`config.mk`:
```
export PLATFORM = sky130hd
export DESIGN_NAME = lsu_bus_master_flat
export DESIGN_NICKNAME = d
export VERILOG_FILES = /design/src/rtl/lsu_bus_master_if.sv /design/src/rtl/lsu_bus_master.sv /design/src/flat_wrapper.sv
export SDC_FILE = /design/constraint.sdc
export NUM_CORES = 1
export LEC_CHECK = 0
export CAP_MARGIN = 30
export CORE_MARGIN = 3
export CORE_UTILIZATION = 56
export CTS_CLUSTER_SIZE = 28
export DETAILED_ROUTE_END_ITERATION = 16
export PLACE_DENSITY = 0.87
export RECOVER_POWER = 100
export SKIP_LAST_GASP = 1
export SLEW_MARGIN = 10
export SYNTH_ARGS = -nofsm -noshare
export SYNTH_HDL_FRONTEND = slang
export SYNTH_SLANG_ARGS = --single-unit
```
`constraint.sdc`:
```
create_clock -name clk -period 5.5 [get_ports clk]
set_input_delay 1.1 -clock clk [delete_from_list [all_inputs] [get_ports clk]]
set_output_delay 1.1 -clock clk [all_outputs]
set_load 0.1 [all_outputs]
```
`src/rtl/lsu_bus_master_if.sv`:
```
// Word-wide, byte-enabled req/ack data bus between the load/store unit and memory.
interface lsu_bus_master_if;
    logic        mem_req;
    logic        mem_we;
    logic [31:0] mem_addr;
    logic [3:0]  mem_be;
    logic [31:0] mem_wdata;
    logic        mem_ack;
    logic [31:0] mem_rdata;

    modport master (
        output mem_req, mem_we, mem_addr, mem_be, mem_wdata,
        input  mem_ack, mem_rdata
    );

    modport slave (
        input  mem_req, mem_we, mem_addr, mem_be, mem_wdata,
        output mem_ack, mem_rdata
    );
endinterface

```
`src/rtl/lsu_bus_master.sv`:
```
// Load/store bus initiator: turns one core load/store op into one or two aligned,
// byte-enabled bus beats and returns the extended load result.
module lsu_bus_master #(
    parameter int unsigned BUS_TIMEOUT = 0
) (
    input  logic                    clk,
    input  logic                    rst,
    input  logic                    req_valid,
    output logic                    req_ready,
    input  logic [31:0]             addr,
    input  logic [31:0]             wr_data,
    input  logic [2:0]              is_load,
    input  logic [1:0]              is_store,
    output logic                    rsp_valid,
    output logic                    rsp_err,
    output logic [31:0]             rd_data,
    lsu_bus_master_if.master        mem
);
    typedef enum logic [1:0] {IDLE, BEAT0, BEAT1, RESP} state_t;

    localparam logic [31:0] TO_LAST = (BUS_TIMEOUT == 0) ? 32'd0 : 32'(BUS_TIMEOUT - 1);

    state_t      state;
    logic        req_q;
    logic        we_q;
    logic [31:0] addr_q;
    logic [3:0]  be_q;
    logic [31:0] wdata_q;
    logic [3:0]  be1_q;
    logic [31:0] wdata1_q;
    logic        split_q;
    logic [1:0]  off_q;
    logic [2:0]  bytes_q;
    logic        signed_q;
    logic [31:0] rdata0_q;
    logic        rsp_valid_q;
    logic        rsp_err_q;
    logic [31:0] cnt;

    logic        op_store;
    logic        op_signed;
    logic [2:0]  op_bytes;
    logic [7:0]  op_mask;
    logic [7:0]  op_be;
    logic [63:0] op_wdata;
    logic [23:0] rd_hi;
    logic [55:0] rd_pair;
    logic [31:0] rd_shift;
    logic [31:0] load_result;

    // Decode the op presented by the core into size, signedness and lane placement.
    always_comb begin
        // NOTE: every combinational output gets a default first so no path can infer a latch.
        op_store  = (is_store != 2'b00);
        op_signed = 1'b0;
        op_bytes  = 3'd0;
        if (op_store) begin
            case (is_store)
                2'b01:   op_bytes = 3'd1;
                2'b10:   op_bytes = 3'd2;
                default: op_bytes = 3'd4;
            endcase
        end else begin
            case (is_load)
                3'b001: begin op_bytes = 3'd1; op_signed = 1'b1; end
                3'b010: begin op_bytes = 3'd2; op_signed = 1'b1; end
                3'b011: op_bytes = 3'd4;
                3'b101: op_bytes = 3'd1;
                3'b110: op_bytes = 3'd2;
                default: op_bytes = 3'd0;
            endcase
        end
        case (op_bytes)
            3'd1:    op_mask = 8'h01;
            3'd2:    op_mask = 8'h03;
            3'd4:    op_mask = 8'h0F;
            default: op_mask = 8'h00;
        endcase
        // The upper nibble / upper word are the second beat of a split access.
        op_be    = op_mask << addr[1:0];
        op_wdata = {32'h0, wr_data} << {addr[1:0], 3'b000};
    end

    // Assemble the load result from the captured beat(s) and extend it to 32 bits.
    always_comb begin
        rd_hi   = split_q ? mem.mem_rdata[23:0] : 24'h0;
        rd_pair = split_q ? {rd_hi, rdata0_q} : {rd_hi, mem.mem_rdata};
        case (off_q)
            2'd0:    rd_shift = rd_pair[31:0];
            2'd1:    rd_shift = rd_pair[39:8];
            2'd2:    rd_shift = rd_pair[47:16];
            default: rd_shift = rd_pair[55:24];
        endcase
        case (bytes_q)
            3'd1:    load_result = signed_q ? {{24{rd_shift[7]}}, rd_shift[7:0]}
                                            : {24'h0, rd_shift[7:0]};
            3'd2:    load_result = signed_q ? {{16{rd_shift[15]}}, rd_shift[15:0]}
                                            : {16'h0, rd_shift[15:0]};
            default: load_result = rd_shift;
        endcase
    end

    // Transaction FSM with registered bus and response outputs.
    always_ff @(posedge clk) begin
        // NOTE: state is updated with non-blocking assignments only, so every branch reads pre-edge values.
        if (rst) begin
            state       <= IDLE;
            req_q       <= 1'b0;
            we_q        <= 1'b0;
            addr_q      <= 32'h0;
            be_q        <= 4'h0;
            wdata_q     <= 32'h0;
            be1_q       <= 4'h0;
            wdata1_q    <= 32'h0;
            split_q     <= 1'b0;
            off_q       <= 2'd0;
            bytes_q     <= 3'd0;
            signed_q    <= 1'b0;
            rdata0_q    <= 32'h0;
            rsp_valid_q <= 1'b0;
            rsp_err_q   <= 1'b0;
            rd_data     <= 32'h0;
            cnt         <= 32'h0;
        end else begin
            rsp_valid_q <= 1'b0;
            rsp_err_q   <= 1'b0;
            case (state)
                IDLE: begin
                    if (req_valid) begin
                        off_q    <= addr[1:0];
                        bytes_q  <= op_bytes;
                        signed_q <= op_signed;
                        split_q  <= (op_be[7:4] != 4'h0);
                        we_q     <= op_store;
                        addr_q   <= {addr[31:2], 2'b00};
                        be_q     <= op_be[3:0];
                        wdata_q  <= op_wdata[31:0];
                        be1_q    <= op_be[7:4];
                        wdata1_q <= op_wdata[63:32];
                        cnt      <= 32'h0;
                        if (op_bytes == 3'd0) begin
                            state       <= RESP;
                            rsp_valid_q <= 1'b1;
                            rd_data     <= 32'h0;
                        end else begin
                            state <= BEAT0;
                            req_q <= 1'b1;
                        end
                    end
                end
                BEAT0, BEAT1: begin
                    if (mem.mem_ack) begin
                        cnt <= 32'h0;
                        if (state == BEAT0 && split_q) begin
                            state    <= BEAT1;
                            rdata0_q <= mem.mem_rdata;
                            addr_q   <= addr_q + 32'd4;
                            be_q     <= be1_q;
                            wdata_q  <= wdata1_q;
                        end else begin
                            state       <= RESP;
                            req_q       <= 1'b0;
                            rsp_valid_q <= 1'b1;
                            rd_data     <= we_q ? 32'h0 : load_result;
                        end
                    end else if (BUS_TIMEOUT != 0 && cnt == TO_LAST) begin
                        state       <= RESP;
                        req_q       <= 1'b0;
                        rsp_valid_q <= 1'b1;
                        rsp_err_q   <= 1'b1;
                        rd_data     <= 32'h0;
                        cnt         <= 32'h0;
                    end else if (BUS_TIMEOUT != 0) begin
                        cnt <= cnt + 32'd1;
                    end
                end
                default: state <= IDLE;
            endcase
        end
    end

    // Handshake outputs are forced low combinationally while reset is asserted.
    assign req_ready     = (state == IDLE) && !rst;
    assign rsp_valid     = rsp_valid_q && !rst;
    assign rsp_err       = rsp_err_q && !rst;
    assign mem.mem_req   = req_q && !rst;
    assign mem.mem_we    = we_q;
    assign mem.mem_addr  = addr_q;
    assign mem.mem_be    = be_q;
    assign mem.mem_wdata = wdata_q;
endmodule

```
`src/flat_wrapper.sv`:
```
// flat-port wrapper written by rule: the top's interface ports become plain ports
module lsu_bus_master_flat 
#(
    parameter int unsigned BUS_TIMEOUT = 0
)
  (clk, rst, req_valid, req_ready, addr, wr_data, is_load, is_store, rsp_valid, rsp_err, rd_data, mem_mem_req, mem_mem_we, mem_mem_addr, mem_mem_be, mem_mem_wdata, mem_mem_ack, mem_mem_rdata);
  lsu_bus_master_if mem_i ();
  input  logic clk;
  input  logic rst;
  input  logic req_valid;
  output logic req_ready;
  input  logic [31:0] addr;
  input  logic [31:0] wr_data;
  input  logic [2:0] is_load;
  input  logic [1:0] is_store;
  output logic rsp_valid;
  output logic rsp_err;
  output logic [31:0] rd_data;
  output wire logic [$bits(mem_i.mem_req)-1:0] mem_mem_req;
  output wire logic [$bits(mem_i.mem_we)-1:0] mem_mem_we;
  output wire logic [$bits(mem_i.mem_addr)-1:0] mem_mem_addr;
  output wire logic [$bits(mem_i.mem_be)-1:0] mem_mem_be;
  output wire logic [$bits(mem_i.mem_wdata)-1:0] mem_mem_wdata;
  input wire logic [$bits(mem_i.mem_ack)-1:0] mem_mem_ack;
  input wire logic [$bits(mem_i.mem_rdata)-1:0] mem_mem_rdata;
  assign mem_mem_req = mem_i.mem_req;
  assign mem_mem_we = mem_i.mem_we;
  assign mem_mem_addr = mem_i.mem_addr;
  assign mem_mem_be = mem_i.mem_be;
  assign mem_mem_wdata = mem_i.mem_wdata;
  assign mem_i.mem_ack = mem_mem_ack;
  assign mem_i.mem_rdata = mem_mem_rdata;
  lsu_bus_master #(.BUS_TIMEOUT(BUS_TIMEOUT)) u_core (.clk(clk), .rst(rst), .req_valid(req_valid), .req_ready(req_ready), .addr(addr), .wr_data(wr_data), .is_load(is_load), .is_store(is_store), .rsp_valid(rsp_valid), .rsp_err(rsp_err), .rd_data(rd_data), .mem(mem_i));
endmodule
```
Yosys cells after proc, flatten, opt, wreduce, memory -nomap -nowiden
Cells that the tools add are included.

word-level totals
  output and inout bits = 105
  register bits after elaboration = 180
  bits of input ports = 105
  word-level logic and storage cells = 106

cells by class
  equal/unequal tests = 22
  reductions and logical operators = 21
  add/subtract/negate cells = 1
  shifts and indexed selects = 2
  mux-type cells = 45

operators with widths
  kind                   count
  $mux 32                14
  $pmux 32 s2            4
  $pmux 32 s3            1
  $shl 32x5->64          1
  $add 32x3->32 const B  1
  $mux 24                1
  $eq 3x2->1 const B     4
  $mux 4                 3
  $pmux 4 s3             1
  $mux 1                 11
  $reduce_and 5->1       2
  $eq 3x1->1 const B     3
  $eq 3x3->1 const B     3
  $pmux 3 s3             1
  $ne 2x2->1 const B     4
  $pmux 4 s2             1
  $reduce_or 2->1        4
  $shl 4x2->8            1
  $eq 2x1->1 const B     3
  $eq 2x2->1 const B     3
  $mux 2                 3
  $pmux 3 s2             1
  $logic_and 1x1->1      4
  $logic_not 2->1        2
  11 further kinds       15

Longest topological paths before layout
Gate-level depths: netlist (run 1).

  depth in word-level cells = 9
  gate-level depth with buffers = 10
  gate-level depth less buffers = 7

Least setup slack after synthesis (run 1)
OpenSTA, ideal clock, no wires.

  path type = in2out
  from = in rst
  to = out req_ready
  slack = 1.445 ns
  buffers on the path = 3
  data required time = 4.400 ns
  stages = 4
  arrival = 2.955 ns
  cell sequence = clkbuf_1 clkbuf_1 clkbuf_1 nor2_1

between the ends
  longest elaborated chain between the ends = 2

ends and longest elaborated chain
  element             RTL line               source
  start: declaration  flat_wrapper.sv:9      input logic rst;
  $logic_not 1->1     lsu_bus_master.sv:183  assign req_ready = (state == IDLE) && !rst;
  $logic_and 1x1->1   lsu_bus_master.sv:183
  end: declaration    flat_wrapper.sv:11     output logic req_ready;

No other way between the ends.

Worst setup path after layout (run 1)
  from = in addr[1]
  to = reg u_core.wdata_q[16], in the netlist u_core.mem.mem_wdata[16]

between the ends
  longest elaborated chain between the ends = 3

ends and longest elaborated chain
  element                 RTL line               source
  start: declaration      flat_wrapper.sv:12     input logic [31:0] addr;
  $shl 32x5->64           lsu_bus_master.sv:81   op_wdata = {32'h0, wr_data} << {addr[1:0], 3'b000};
  $mux 32                 lsu_bus_master.sv:129  if (req_valid) begin
  $pmux 32 s2             lsu_bus_master.sv:127  case (state)
  end signal: assignment  lsu_bus_master.sv:137  wdata_q <= op_wdata[31:0];
  end signal: assignment  lsu_bus_master.sv:159  wdata_q <= wdata1_q;
  end: declaration        lsu_bus_master.sv:28   logic [31:0] wdata_q;

No other way between the ends. The select of a mux whose other input is x is not followed.
A chain may end at the register's enable or synchronous reset.

==> impl_summary.log, run 1 <==
INFO  metric result_of_the_run = finished, violations left
INFO  metric violations = max-capacitance violations
INFO  metric initial_core_util = 57.45%
INFO  metric worst_ep_required_time = a little under 6 ns
INFO  metric cts_tree = done
INFO  metric grt_max_degree = 99
INFO  metric layout_commonest_cell = nand2_1
INFO  metric final_worst_path_period_share = 75.60%
INFO  metric synth-seq-area-share = 35.39%
INFO  metric die_y = 136.7 um
INFO  metric setup_slack = roughly 1.3 ns
INFO  metric most_frequent_cells_in_the_layout = nand2_1 (171), dfxtp_1 (167), nor2_1 (114)
INFO  metric finalHoldViolations = 0
INFO  metric grt_first_pass_wirelength = between 40,000 and 50,000 um
INFO  metric io-pin-count = 210
INFO  metric gp_congestion = 0.9343
INFO  metric num-fill-cells = 1,217
INFO  metric worstHoldPathType = reg2reg
INFO  metric synth_enable_flop_cells = 0
INFO  metric timing.final.max_slew_violations = 0
INFO  metric peakVddDrop = 0.0005054 V
INFO  metric synthDistinctLibCells = 82
INFO  metric finalPower = around 7.6 mW
INFO  metric global_route.usage.met1 = 41.52%
INFO  metric drc_errors = 0
INFO  metric std_cell_rows = 47
INFO  metric period_minus_slack = 4.158 ns
INFO  metric power.internal = 3.407 mW
INFO  metric path_max_fanout = 23
INFO  metric postRouteWirelength = 30,490 um
INFO  metric global_route.peak_usage_layer = met2
INFO  metric grt.met3_usage = 6.912%
INFO  metric drv_cap = 1
INFO  metric grt_antenna_before_repair = 3
INFO  metric dp.final_hpwl = 20,130 um
INFO  metric switching_share = 55.02%
INFO  metric clock_latency = 0.44 ns
INFO  metric power.net_switching = around 4.2 mW
INFO  metric nNetsFinal = 1,407
INFO  metric yosys_register_bits = 169
INFO  metric netlist_area = 9560 sq um
INFO  metric max-slew-margin-rel = 1.165%
INFO  metric postRouteAntennaNets = 0
INFO  metric cts_resized = 0
INFO  metric clock_transition_time_at_the_flip_flop_clock_pins_of_the_worst_setup_and_hold_paths = approximately 0.070 ns
INFO  metric global_route.overflow_total = 0
INFO  metric synth-async-reset-ratio = 0%
INFO  metric total_iterations_of_the_first_detailed_routing_run = 6
INFO  metric post_route_cells_drive_above_1_share = 10.32%
INFO  metric place_worst_setup_slack = 1.547 ns
INFO  metric floorplan.die.width = 136.7 um
INFO  metric clock_tree.buffer_depth = 2
INFO  metric cts_num_sinks = 169
INFO  metric syn_area_per_cell = 8.285 sq um
INFO  metric cts_hold_repair.buffers = 0
INFO  metric worst_setup_path_end_kind = flip-flop
INFO  metric share_of_power_burned_in_combinational_logic = 59.7%
INFO  metric power_per_cell_area = between 600 and 700 nW/um^2
INFO  metric cts.root.buffer_cell = clkbuf_16
INFO  metric netlist_instances = 1,154
INFO  metric clock_power_share = around 16%
INFO  metric finish.cell_count_without_fillers = 1,531
INFO  metric arrival = 4.53 ns
INFO  metric die_area = 18,680 sq um
INFO  metric rsz_0062_raised_after_global_routing = no
INFO  metric skew = approximately 0.012 ns
INFO  metric sequentialPowerShare = 23.9%
INFO  metric htree_levels = 4
INFO  metric setup-violations-final = 0
INFO  metric synth_top_flop_cell = dfxtp_1
INFO  metric postCtsSetupRepairBufs = 0
INFO  metric port-buffer-count = between 200 and 250
INFO  metric first_global_vias = 9,119
INFO  metric ys_warn_count = 0
INFO  metric fin_tns_setup = 0 ns
INFO  metric detail_route.wl_per_cell = 19.92 um
INFO  metric syn2layout_area_growth = 27.33%
INFO  metric core_area = ~17,000 sq um
INFO  metric timing_worst_slew_pin_value = 1.481 ns
INFO  metric gr-usage-all-layers = between 30% and 40%
INFO  metric cts-buffers-inserted = 17
INFO  metric grtUsageMet2 = 49.70%
INFO  metric criticalPathCategory = in2reg
INFO  metric number_of_vias_per_cell = 6.432
INFO  metric nature_of_the_critical_path_startpoint = input port
INFO  metric first_iter_violations = 1,405
INFO  metric p_leak = 4.569 nW
INFO  metric total_number_of_vias = 9,848
INFO  metric placed_cells_incl_taps = about 1.5k
INFO  metric max_freq = 240.5 MHz
## per-layer routing
layer  wire length (um)  vias to the layer above
met2              14210                      581
met5                  9                        -
met3               3214                       98
li1                   -                     4528
met4               1052                        2
met1              12010                     4639
## cell type report
type | instances | area, sq um | share of cell area (%)
inverter | 13 | 48.80 | 0.4009
timing repair buffer | 222 | 2238 | 18.39
tap | 220 | 275.3 | 2.261
clock buffer | 18 | 429.2 | 3.526
clock inverter | 14 | 170.2 | 1.398
antenna | 3 | 7.507 | 0.06167
multi-input combinational | 872 | 5618 | 46.15
sequential | 169 | 3386 | 27.81
## flip-flops by register name, indices dropped and copies added, names as in the netlist
| name | cells |
|---|---|
| u_core.be1_q | 3 |
| u_core.bytes_q | 3 |
| u_core.mem.mem_addr | 30 |
| u_core.mem.mem_be | 4 |
| u_core.mem.mem_wdata | 32 |
| u_core.mem.mem_we | 1 |
| u_core.off_q | 2 |
| u_core.rd_data | 32 |
| u_core.rdata0_q | 32 |
| u_core.req_q | 1 |
| u_core.rsp_valid_q | 1 |
| u_core.signed_q | 1 |
| u_core.split_q | 1 |
| u_core.state | 2 |
| u_core.wdata1_q | 24 |
## through the flow
| step | area, sq um | util [%] | hold slack, ns |
|---|---|---|---|
| after CTS | 12130 | 72.87 | 0.4555 |
| after floorplan | 9568 | - | 0.4269 |
| final | 12170 | 73.14 | 0.4505 |
| after global routing | 12170 | 73.11 | 0.4768 |
| after global placement | 11520 | 69.24 | 0.4350 |
| after detailed placement | 11530 | 69.27 | 0.4463 |
## cells in the mapped netlist, types with 5 or more instances
cell type | n | area (sq um)
inv_1 | 11 | 41.29
mux4_2 | 14 | 315.3
a21oi_1 | 100 | 500.5
a211o_1 | 12 | 105.1
a22oi_1 | 22 | 165.2
nand4_1 | 11 | 68.82
nor4_1 | 7 | 43.79
nor2b_1 | 15 | 93.84
a221oi_1 | 32 | 280.3
ha_1 | 7 | 87.58
o21a_1 | 6 | 45.04
nand3_1 | 27 | 135.1
buf_2 | 28 | 140.1
buf_1 | 11 | 41.29
o31ai_2 | 9 | 112.6
a221o_1 | 5 | 50.05
and3_1 | 7 | 43.79
o221a_2 | 8 | 90.09
a21o_1 | 6 | 45.04
and2_1 | 10 | 62.56
nor2_1 | 115 | 431.7
o22ai_1 | 5 | 31.28
buf_4 | 11 | 82.58
nor3b_1 | 8 | 60.06
o41a_1 | 6 | 67.56
nor3_1 | 44 | 220.2
mux2i_1 | 27 | 270.3
o31ai_1 | 14 | 105.1
a31oi_1 | 6 | 37.54
dfxtp_1 | 169 | 3383
mux2_2 | 39 | 439.2
clkbuf_1 | 47 | 176.4
nand2_1 | 170 | 638.1
o21ai_0 | 47 | 235.2
nand2b_1 | 8 | 50.05
a211oi_1 | 16 | 120.1
## power groups by stage
stage	logic [mW]	registers, mW	clock network, mW
4_1_cts	4.51	1.83	1.24
3_5_place_dp	4.49	1.85	0
3_3_place_gp	4.41	1.84	0
6_report	4.52	1.81	1.24
2_1_floorplan	1.93	3.38	0
5_1_grt	4.77	1.85	1.30
## worst max-delay path, stage by stage
cell and delay (ns):
dlygate4sd3_1 0.52, clkbuf_1 0.82, inv_1 0.67, nor2_1 0.69, nand2_1 0.16, a311oi_1 0.40
o21a_1 0.17
## cells by family after synthesis
kind of cell / share of synthesized area [%]
compound gates: 24.19
xor+xnor: 0.1833
fa+ha+maj: 0.9161
buf+inv: 5.575
flops: 35.39
mux: 11.02
other cells: 0.03922
simple gates: 22.69
## worst paths after layout
| check | cells past startpoint | slack, ns | endpoint | start |
|---|---|---|---|---|
| worst max register to register | 7 | 1.82 | u_core.mem.mem_addr[26] | u_core.state[0] |
| worst min-delay path | 2 | 0.45 | u_core.rd_data[0] | u_core.rd_data[0] |
| worst max-delay path | 7 | 1.34 | u_core.mem.mem_wdata[16] | addr[1] |
| worst min register to register | 2 | 0.45 | u_core.rd_data[0] | u_core.rd_data[0] |
Note: power is estimated with default switching activity, not from simulation.
==> run 2, diff against run 1 <==
CORE_UTILIZATION = 52   (was 56)
PLACE_DENSITY = 0.82   (was 0.87)
clock period = 4 ns   (was 5.5 ns; I/O delays follow)
==> run 2 against run 1 <==
Net effect:
- the flow finishes with violations (max-capacitance violations, max-slew violations)
- global-route usage fell by 3.4 points
- via count fell by 2.1%
- cell count rose by 0.46%
- count of clock-buffer cells in the layout did not move
- cell area fell by 0.54%
- utilization fell by 4.6 points
- flip-flop and latch count did not move
- critical endpoint is now u_core.rd_data[14]
- largest cell class unchanged
==> impl_summary.log, run 2 (same netlist as run 1, synthesis figures left out) <==
INFO  metric result_of_the_run = finished, violations left (unchanged)
INFO  metric violations = max-capacitance violations, max-slew violations (was max-capacitance violations)
INFO  metric grt_antenna_before_repair = 1 (was 3)
INFO  metric worst_setup_path_end_kind = flip-flop (unchanged)
INFO  metric cts_hold_repair.buffers = 0 (unchanged)
INFO  metric nNetsFinal = 1,412 (was 1,407)
INFO  metric finalPower = 10.25 mW (was 7.575 mW)
INFO  metric met3RoutedLength = 2631 um (was 3214 um)
INFO  metric core_area = 17,660 sq um (was 16,640 sq um)
INFO  metric power_per_cell_area = 846.4 nW/um^2 (was 622.3 nW/um^2)
INFO  metric critical-path-max-stage-delay = 0.61 ns (was 0.82 ns)
INFO  metric layout_commonest_cell = nand2_1 (unchanged)
INFO  metric critical_path.cell_chain = dlygate4sd3_1 -> inv_1 -> ha_1 -> or4b_1 -> nand4_1 -> nand2_1 -> nor3_1 -> a22o_1 (was dlygate4sd3_1 -> clkbuf_1 -> inv_1 -> nor2_1 -> nand2_1 -> a311oi_1 -> o21a_1)
INFO  metric cts_resized = 0 (unchanged)
INFO  metric floorplan.die.width = 141.6 um (was 136.7 um)
INFO  metric htree_levels = 4 (unchanged)
INFO  metric cts_tree = done (unchanged)
INFO  metric grt_max_degree = 77 (was 99)
INFO  metric post_route_cells_drive_above_1_share = 10.28% (was 10.32%)
INFO  metric share_of_power_burned_in_combinational_logic = 59.9% (was 59.7%)
INFO  metric fin_tns_setup = 0 ns (unchanged)
INFO  metric setup-violations-final = 0 (unchanged)
INFO  metric switching_share = 55.61% (was 55.02%)
INFO  metric first_iter_violations = 1,149 (was 1,405)
INFO  metric power.internal = 4.549 mW (was 3.407 mW)
INFO  metric detail_route.wl_per_cell = 18.96 um (was 19.92 um)
INFO  metric timing.final.max_slew_violations = 77 (was 0)
INFO  metric cts_num_sinks = 169 (unchanged)
INFO  metric syn2layout_area_growth = 26.63% (was 27.33%)
INFO  metric final_worst_path_period_share = 82.67%
INFO  metric drc_errors = 0 (unchanged)
INFO  metric cts.root.buffer_cell = clkbuf_16 (unchanged)
INFO  metric number_of_vias_per_cell = 6.269 (was 6.432)
INFO  metric gr-usage-all-layers = 27.92% (was 31.32%)
INFO  metric clock_latency = 0.44 ns (about the same)
INFO  metric arrival = 3.68 ns (was 4.53 ns)
INFO  metric std_cell_rows = 48 (was 47)
INFO  metric finalHoldViolations = 0 (unchanged)
INFO  metric total_number_of_vias = 9,642 (was 9,848)
INFO  metric sequentialPowerShare = 24.4% (was 23.9%)
INFO  metric total_iterations_of_the_first_detailed_routing_run = 5 (was 6)
INFO  metric clock_tree.buffer_depth = 2 (unchanged)
INFO  metric first_global_vias = 8,705 (was 9,119)
INFO  metric m1WireLength = 12,560 um (was 12,010 um)
INFO  metric die_y = 141.6 um (was 136.7 um)
INFO  metric antennaDiodeCount = 0 (was 3)
INFO  metric criticalPathCategory = in2reg (unchanged)
INFO  metric postRouteAntennaNets = 0 (unchanged)
INFO  metric top_layer = met5 (unchanged)
INFO  metric timing_worst_slew_pin_value = 1.603 ns (was 1.481 ns)
INFO  metric p_leak = 4.519 nW (was 4.569 nW)
INFO  metric period_minus_slack = 3.307 ns
INFO  metric global_route.overflow_total = 0 (unchanged)
INFO  metric timing.critical_path.slowest_stage_cell = or4b_1 (was clkbuf_1)
INFO  metric path_max_fanout = 17 (was 23)
INFO  metric worstHoldPathType = reg2reg (unchanged)
INFO  metric wl_met2 = 13,170 um (was 14,210 um)
INFO  metric io-pin-count = 210 (unchanged)
INFO  metric gp_congestion = 0.9684 (was 0.9343)
INFO  metric top_delay_family_on_crit_path = simple AND/OR/NAND/NOR gates (was buffers and inverters)
INFO  metric initial_core_util = 54.15% (was 57.45%)
INFO  metric rsz_0062_raised_after_global_routing = no (unchanged)
INFO  metric worst_ep_required_time = 4.38 ns (was 5.88 ns)
INFO  metric max-slew-margin-rel = -6.860% (was 1.165%)
INFO  metric skew = 0.01293 ns (was 0.01167 ns)
INFO  metric nature_of_the_critical_path_startpoint = input port (unchanged)
INFO  metric die_area = 20,050 sq um (was 18,680 sq um)
INFO  metric peakVddDrop = 0.0006506 V (was 0.0005054 V)
INFO  metric final_util = 68.57% (was 73.14%)
INFO  metric drv_cap = 2 (was 1)
INFO  metric cp_num_buf_inv = 2 (was 3)
INFO  metric port-buffer-count = 206 (unchanged)
INFO  metric grt_first_pass_wirelength = 45,840 um (was 46,690 um)
INFO  metric postCtsSetupRepairBufs = 0 (unchanged)
INFO  metric clock_transition_time_at_the_flip_flop_clock_pins_of_the_worst_setup_and_hold_paths = 0.07 ns (about the same)
INFO  metric most_frequent_cells_in_the_layout = nand2_1 (171), dfxtp_1 (167), nor2_1 (114) (unchanged)
INFO  metric dp.final_hpwl = 19,850 um (was 20,130 um)
INFO  metric cts-buffers-inserted = 17 (unchanged)
INFO  metric max_freq = 302.4 MHz
INFO  metric clock_power_share = 15.7% (was 16.4%)
INFO  metric power.net_switching = 5.699 mW (was 4.168 mW)
INFO  metric postRouteWirelength = 29,150 um (was 30,490 um)
[run 2: changes by cell type in the layout (fill, tap and decap cells not counted), moves of 3 or more]
| cell | change |
|---|---|
| o31ai_1 | +7 |
| clkbuf_1 | +3 |
| diode_2 | -3 |
| o31ai_2 | -7 |
| clkinv_2 | -3 |
| dlygate4sd3_1 | -4 |
| buf_4 | +7 |
[run 2: stage by stage]
step	setup WS (ns)	hold WS (ns)	area [sq um]	std cells
CTS	1.031	0.4576	12200	1537
global route	0.4982	0.4767	12110	1538
global placement	0.7296	0.4392	11600	1504
detailed placement	0.6049	0.4463	11630	1505
floorplan	0.5448	0.4269	9568	1156
finish	0.6932	0.4500	12110	1538
[run 2: tightest hold or removal path: stages (launching register included)]
cell,delay [ns]
dfxtp_1,0.32
nand2_1,0.05
o31ai_1,0.05
[run 2: area by class of cell]
cell class / count / area [sq um]
repair buffers: 227 / 2221
clock inverters: 14 / 138.9
flip-flops and latches: 169 / 3386
inverters: 13 / 48.80
clock buffers: 18 / 429.2
fillers: 1420 / 5550
multi-input cells: 872 / 5602
well taps: 225 / 281.5
[run 2: path summary, 6_finish.rpt]
check	start	endpoint	slack, ns	cells after the start
min reg2reg	u_core.rd_data[29]	u_core.rd_data[29]	0.45	2
max	is_store[0]	u_core.rd_data[14]	0.69	8
min	u_core.rd_data[29]	u_core.rd_data[29]	0.45	2
max reg2reg	u_core.state[1]	u_core.mem.mem_addr[29]	0.73	8
[run 2: per-layer routing]
metal  global-route usage, %  up-vias
li1                        -     4519
met2                   41.91      496
met1                   39.22     4559
met5                       0        -
met4                   9.495        2
met3                   7.112       66
[run 2: power by group through the flow]
stage,clock network [mW],registers [mW],logic (mW)
CTS,1.63,2.51,6.27
finish,1.61,2.50,6.13
detailed placement,0,2.54,6.24
global route,1.70,2.56,6.46
floorplan,0,4.65,2.65
global placement,0,2.53,6.15
